$ cat src/rtl/barrel_rotl_pipe.sv
// Pipelined left-rotate barrel shifter: one 2^k rotate stage per magnitude bit,
// valid/ready on both sides, with a combinational enable chain that lets bubbles collapse.
module barrel_rotl_pipe #(
    parameter int WIDTH = 8
) (
    input  logic                       clk,
    input  logic                       rst_n,
    input  logic                       in_valid,
    output logic                       in_ready,
    input  logic [WIDTH-1:0]           in_data,
    input  logic [$clog2(WIDTH)-1:0]   in_mag,
    output logic                       out_valid,
    input  logic                       out_ready,
    output logic [WIDTH-1:0]           out_data
);

    localparam int SHIFT_W = $clog2(WIDTH);

    function automatic logic [WIDTH-1:0] rotl_pow2(input logic [WIDTH-1:0] w, input int k);
        int amt;
        amt = 1 << k;
        return (w << amt) | (w >> (WIDTH - amt));
    endfunction

    logic [SHIFT_W-1:0][WIDTH-1:0]   data_q, data_d;
    logic [SHIFT_W-1:0][SHIFT_W-1:0] mag_q;
    logic [SHIFT_W-1:0]              valid_q;

    logic [SHIFT_W-1:0][WIDTH-1:0]   up_data;
    logic [SHIFT_W-1:0][SHIFT_W-1:0] up_mag;
    logic [SHIFT_W-1:0]              up_valid;
    logic [SHIFT_W:0]                en;

    always_comb begin
        // NOTE: every always_comb output gets a default first so no path can infer a latch.
        en       = '0;
        up_data  = '0;
        up_mag   = '0;
        up_valid = '0;
        data_d   = '0;

        // A stage may load when it is empty or when the stage after it is moving.
        en[SHIFT_W] = out_ready;
        for (int k = SHIFT_W - 1; k >= 0; k--) begin
            en[k] = !valid_q[k] || en[k+1];
        end

        up_data[0]  = in_data;
        up_mag[0]   = in_mag;
        up_valid[0] = in_valid;
        for (int k = 1; k < SHIFT_W; k++) begin
            up_data[k]  = data_q[k-1];
            up_mag[k]   = mag_q[k-1];
            up_valid[k] = valid_q[k-1];
        end

        for (int k = 0; k < SHIFT_W; k++) begin
            data_d[k] = up_mag[k][k] ? rotl_pow2(up_data[k], k) : up_data[k];
        end
    end

    // NOTE: sequential state uses non-blocking assignments so every stage samples
    // its upstream's pre-edge value; the data registers are reset too because
    // out_data must read 0 while in reset.
    always_ff @(posedge clk or negedge rst_n) begin
        if (!rst_n) begin
            data_q  <= '0;
            mag_q   <= '0;
            valid_q <= '0;
        end else begin
            for (int k = 0; k < SHIFT_W; k++) begin
                if (en[k]) begin
                    valid_q[k] <= up_valid[k];
                    // Payload only moves with a real word, so idle inputs never disturb it.
                    if (up_valid[k]) begin
                        data_q[k] <= data_d[k];
                        mag_q[k]  <= up_mag[k];
                    end
                end
            end
        end
    end

    assign in_ready  = en[0];
    assign out_valid = valid_q[SHIFT_W-1];
    assign out_data  = data_q[SHIFT_W-1];

endmodule

$ cat config.mk
export PLATFORM = sky130hd
export DESIGN_NAME = barrel_rotl_pipe
export DESIGN_NICKNAME = d
export VERILOG_FILES = /design/src/rtl/barrel_rotl_pipe.sv
export SDC_FILE = /design/constraint.sdc
export NUM_CORES = 1
export LEC_CHECK = 0
export BUFFER_PORTS_ARGS = -buffer_cell sky130_fd_sc_hd__buf_2
export CORE_ASPECT_RATIO = 1.2
export CORE_MARGIN = 5
export CORE_UTILIZATION = 50
export DETAILED_ROUTE_END_ITERATION = 7
export PLACE_DENSITY = 0.75
export SLEW_MARGIN = 25
export SYNTH_ARGS = -nofsm -noshare
export SYNTH_HDL_FRONTEND = slang
export SYNTH_SLANG_ARGS = --single-unit
export TNS_END_PERCENT = 30
$ cat constraint.sdc
create_clock -name clk -period 1.7 [get_ports clk]
set_input_delay 0.255 -clock clk [delete_from_list [all_inputs] [get_ports clk]]
set_output_delay 0.255 -clock clk [all_outputs]
set_load 0.05 [all_outputs]
# After elaboration in Yosys (flattened, before gate mapping)
# Index checks and enable logic that the tools add are counted.
[word_totals]
reg_bits = 33
output_inout_bits = 10
elab_cells = 23
[classes]
mux = 3
bitwise = 3
n_reduce_logical = 9
[ops]
columns = ["cell", "n"]
rows = [
  ["8-bit 2-to-1 mux", 3],
  ["8-bit by 1-bit OR with 8-bit output", 1],
  ["8-bit by 2-bit OR with 8-bit output", 1],
  ["8-bit by 4-bit OR with 8-bit output", 1],
  ["2-bit AND reduction", 3],
  ["1-bit zero test", 3],
  ["1-bit logical OR", 3],
]

# Longest topological paths before layout
[depth]
ltp_word = 5
depth_mapped = 5
depth_no_buf = 3

# Least setup slack after synthesis
# Ideal clock, no wire load.
[synth_timing]
kind = "register -> register"
startpoint = "register valid_q[2]"
endpoint = "register mag_q[1] in the netlist's numbering"
t_arrival_ns = 1.438
t_required_ns = 1.575
setup_slack_ns = 0.138
path_stages_with_launch = 4
period_less_slack_ns = 1.562
path_cell_list = "dfrtp_1 > nand4b_4 > nand2_1 > mux2_2"
[synth_between]
elab_chain_len = 5
[synth_rtl]
columns = ["item", "line", "source"]
rows = [
  ["start: declaration", "27", "logic [SHIFT_W-1:0] valid_q;"],
  ["start signal: indexed assignment", "73", "valid_q[k] <= up_valid[k];"],
  ["1-bit zero test", "45", "en[k] = !valid_q[k] || en[k+1];"],
  ["1-bit logical OR (3 in series)", "45", ""],
  ["2-bit AND reduction (no line)", "--", ""],
  ["end signal: indexed assignment", "77", "mag_q[k] <= up_mag[k];"],
  ["end: declaration", "26", "logic [SHIFT_W-1:0][SHIFT_W-1:0] mag_q;"],
]
# No other way between the ends.
# A chain may end at the register's enable or synchronous reset.

# Final worst setup path
[layout_timing]
startpoint = "register valid_q[2]"
endpoint = "output port in_ready"
[layout_between]
elab_chain_len = 4
[layout_rtl]
columns = ["item", "line", "source"]
rows = [
  ["1-bit zero test", "45", ""],
  ["1-bit logical OR (3 in series)", "45", ""],
  ["end: declaration", "9", "output logic in_ready,"],
]
# No other way between the ends.

==> results.cfg <==
[outcome]
outcome = finished, final reports clean

[floorplan]
die_x_um = 60.8
rows = 22
die_y_um = 70.9
die_area_sq_mm = 0.00431
coreArea_sq_mm = 0.00303
ios = 25
initial_core_util = 0.510

[cts]
cts_tree = done
clock_latency_ns = 0.34
cts_resized = 0
cts.sinks = 30
clockBufferDepth = 2
root_buffer = clkbuf_4
clk_pin_slew_worst_paths_ns = 0.09
h-tree-depth = 2
numCtsBuffers = 5

[pwr]
clock_power_share = 0.193
power_density_mw_per_mm2 = 1370
p_sw_mw = 0.921
leakagePower_nw = 0.744
seqPwrFrac = 0.453
swShare = 0.403
internal_power_mw = 1.37
peakVddDrop_mv = 0.931
combPwrFrac = 0.354

[final_layout]
area_growth_pct = 8.02
fill_cells = 275
nets = 165
drive_above_1_share = 0.331
antennaDiodeCount = 0
stdcell_area_sq_mm = 0.00167

[placement]
dpl_cell_area_sq_mm = 0.00160
hpwl_um = 2000
portBuffers = 24
place_ws_ns = 0.418
globalplace.congestion = 0.779

[timing]
rsz0062_at_grt = no
report.final.setup_viol = 0
slew_violations = 0
finalCritPeriodShare = 0.902
skew_ns = 0.0159
hold_violations = 0
setup_slack_ns = 0.167
worst-slew-pin-transition_ns = 0.645
fin_tns_setup_ns = 0
fmaxAchievable_mhz = 652
relSlewSlack = 0.570
final.min_clock_period_ns = 1.53

[synthesis]
synth-compound-area-share = 0.188
yosys.area_share.simple = 0.0575
netlist.area_leader.share = 0.486
synth_top_family_by_area = compound AO/OA/AOI/OAI gates
yosysWarnings = 0
synth.distinct_cells = 18
synth-seq-cells = 30
synthTopCellsByArea = dfrtp_1, mux2i_1, a21oi_1
synthCells = 134
synth_adder_area_share = 0
syn-num-nets = 149
seq_area_frac_synth = 0.486
syn_area_per_cell_sq_um = 11.5
synth.area.mux_share = 0.177
synth_top_cell_by_area = dfrtp_1
synth_xor_area_frac = 0
syn-cell-area_sq_mm = 0.00155

[grt]
gr-total-overflow = 0
grt_pass1_wl_um = 4570
grt_max_degree = 31
grt_antenna_before_repair = 0
grt_usage = 0.147
first_global_vias = 1020

[setup_path]
cp_max_fo = 10
cp-end-kind = output port
ff2ff_path_depth = 3
cp_cell_sequence = nand4b_4, buf_2
crit_path_start_kind = flip-flop
path_depth = 2
startpoint = valid_q[2]$_DFFE_PN0P_
r2r_start = valid_q[2]$_DFFE_PN0P_
cp.required_ns = 1.44
crit_end = in_ready
cp_slowest_stage_delay_ns = 0.48
cp_top_family = flip-flops
worst_path_max_delay_cell = dfrtp_1
arrival_ns = 1.28
regToRegSetupSlack_ns = 0.42
critPathBufInv = 1
critPathKind = reg -> out
reg2reg_to = mag_q[1]$_DFFE_PN0P_

[routing]
ant_nets = 0
wl_um = 2730
first_iter_violations = 35
via_per_inst = 5.60
wl_per_cell_um = 14.6
drc = 0
drt_first_pass_iters = 4
num_vias = 1048

[flow_run]
drv_cap = 0

[worst_hold_path]
hold_path.class = in -> reg
[power by group through the flow]
stage | Sequential [mW] | Combinational, mW | Clock [mW]
finish | 1.04 | 0.809 | 0.442
global route | 1.06 | 0.878 | 0.479
CTS | 1.04 | 0.820 | 0.460
detailed placement | 1.05 | 0.814 | 0
global placement | 1.04 | 0.795 | 0
floorplan | 0.993 | 0.806 | 0
[cells in the final DEF, fill, tap and decap left out]
| cell type | n |
|---|---|
| buf_2 | 24 |
| dlygate4sd3_1 | 1 |
| a21oi_2 | 8 |
| nand2b_1 | 2 |
| mux2i_1 | 24 |
| clkbuf_8 | 1 |
| mux2_2 | 3 |
| clkinv_2 | 1 |
| nand2b_2 | 1 |
| and2_4 | 1 |
| nand2_1 | 2 |
| or2b_1 | 1 |
| nand3b_4 | 1 |
| clkbuf_4 | 5 |
| a21oi_1 | 24 |
| a31oi_1 | 16 |
| nand4b_4 | 1 |
| buf_4 | 4 |
| dfrtp_1 | 30 |
| clkbuf_1 | 1 |
[metrics by stage]
| stage | util | std cells | power (mW) | hold WS [ns] |
|---|---|---|---|---|
| 5_1_grt | 0.551 | 187 | 2.42 | 0.153 |
| 2_1_floorplan | - | 134 | 1.80 | -0.0406 |
| 3_3_place_gp | 0.528 | 178 | 1.83 | 0.306 |
| 3_5_place_dp | 0.528 | 178 | 1.87 | 0.315 |
| 6_report | 0.551 | 187 | 2.29 | 0.161 |
| 4_1_cts | 0.551 | 187 | 2.32 | 0.150 |
[synthesized netlist by cell type (all sizes together)]
| cell type | n |
|---|---|
| a21oi | 32 |
| a31oi | 16 |
| and2 | 1 |
| buf | 15 |
| clkbuf | 5 |
| dfrtp | 30 |
| mux2 | 3 |
| mux2i | 24 |
| nand2 | 2 |
| nand2b | 3 |
| nand3b | 1 |
| nand4b | 1 |
| or2b | 1 |
[layer usage]
layer,routed length (um),track usage,share of wire,vias up
li1,-,-,-,515
met1,1110,0.165,0.41,493
met2,1350,0.228,0.49,31
met3,178,0.0620,0.065,9
met4,87,0.0843,0.032,0
met5,0,0,0,-
[flip-flops by register name, summed over array words and instances (netlist names)]
name      cells
valid_q       3
data_q       16
out_data      8
mag_q         3
[layout make-up]
| type | instances | area, sq um | area share |
|---|---|---|---|
| timing repair buffer | 29 | 160 | 0.0960 |
| tap | 36 | 45.0 | 0.0270 |
| clock buffer | 7 | 55.1 | 0.0330 |
| clock inverter | 1 | 5.00 | 0.00300 |
| multi-input combinational | 84 | 653 | 0.391 |
| sequential | 30 | 751 | 0.450 |
[cells by family (layout without fill, tap and decap cells)]
kind of cell	after synthesis	count (layout)
AOI/OAI and AO/OA	48	48
DFF	30	30
muxes	27	27
buffers and inverters	20	37
and+or+nand+nor	9	9
[how the worst min path moves through the flow]
| stage | start | endpoint | slack, ns | cells past startpoint |
|---|---|---|---|---|
| final | in_mag[2] | mag_q[2]$_DFFE_PN0P_ | 0.16 | 2 |
| after global routing | in_mag[1] | mag_q[1]$_DFFE_PN0P_ | 0.15 | 2 |
| after CTS | in_mag[2] | mag_q[2]$_DFFE_PN0P_ | 0.15 | 2 |
| after detailed placement | rst_n | out_data[7]$_DFFE_PN0P_ | 0.32 | 1 |
| after global placement | rst_n | out_data[7]$_DFFE_PN0P_ | 0.31 | 1 |
| after floorplan | rst_n | data_q[0]$_DFFE_PN0P_ | -0.04 | 0 |
[timing repair]
item	4_1_cts	5_1_grt
hold endpoints to repair	30	0
buffers inserted	0	0
hold buffers	1	0
No activity file was read; power rests on OpenSTA's default activity.
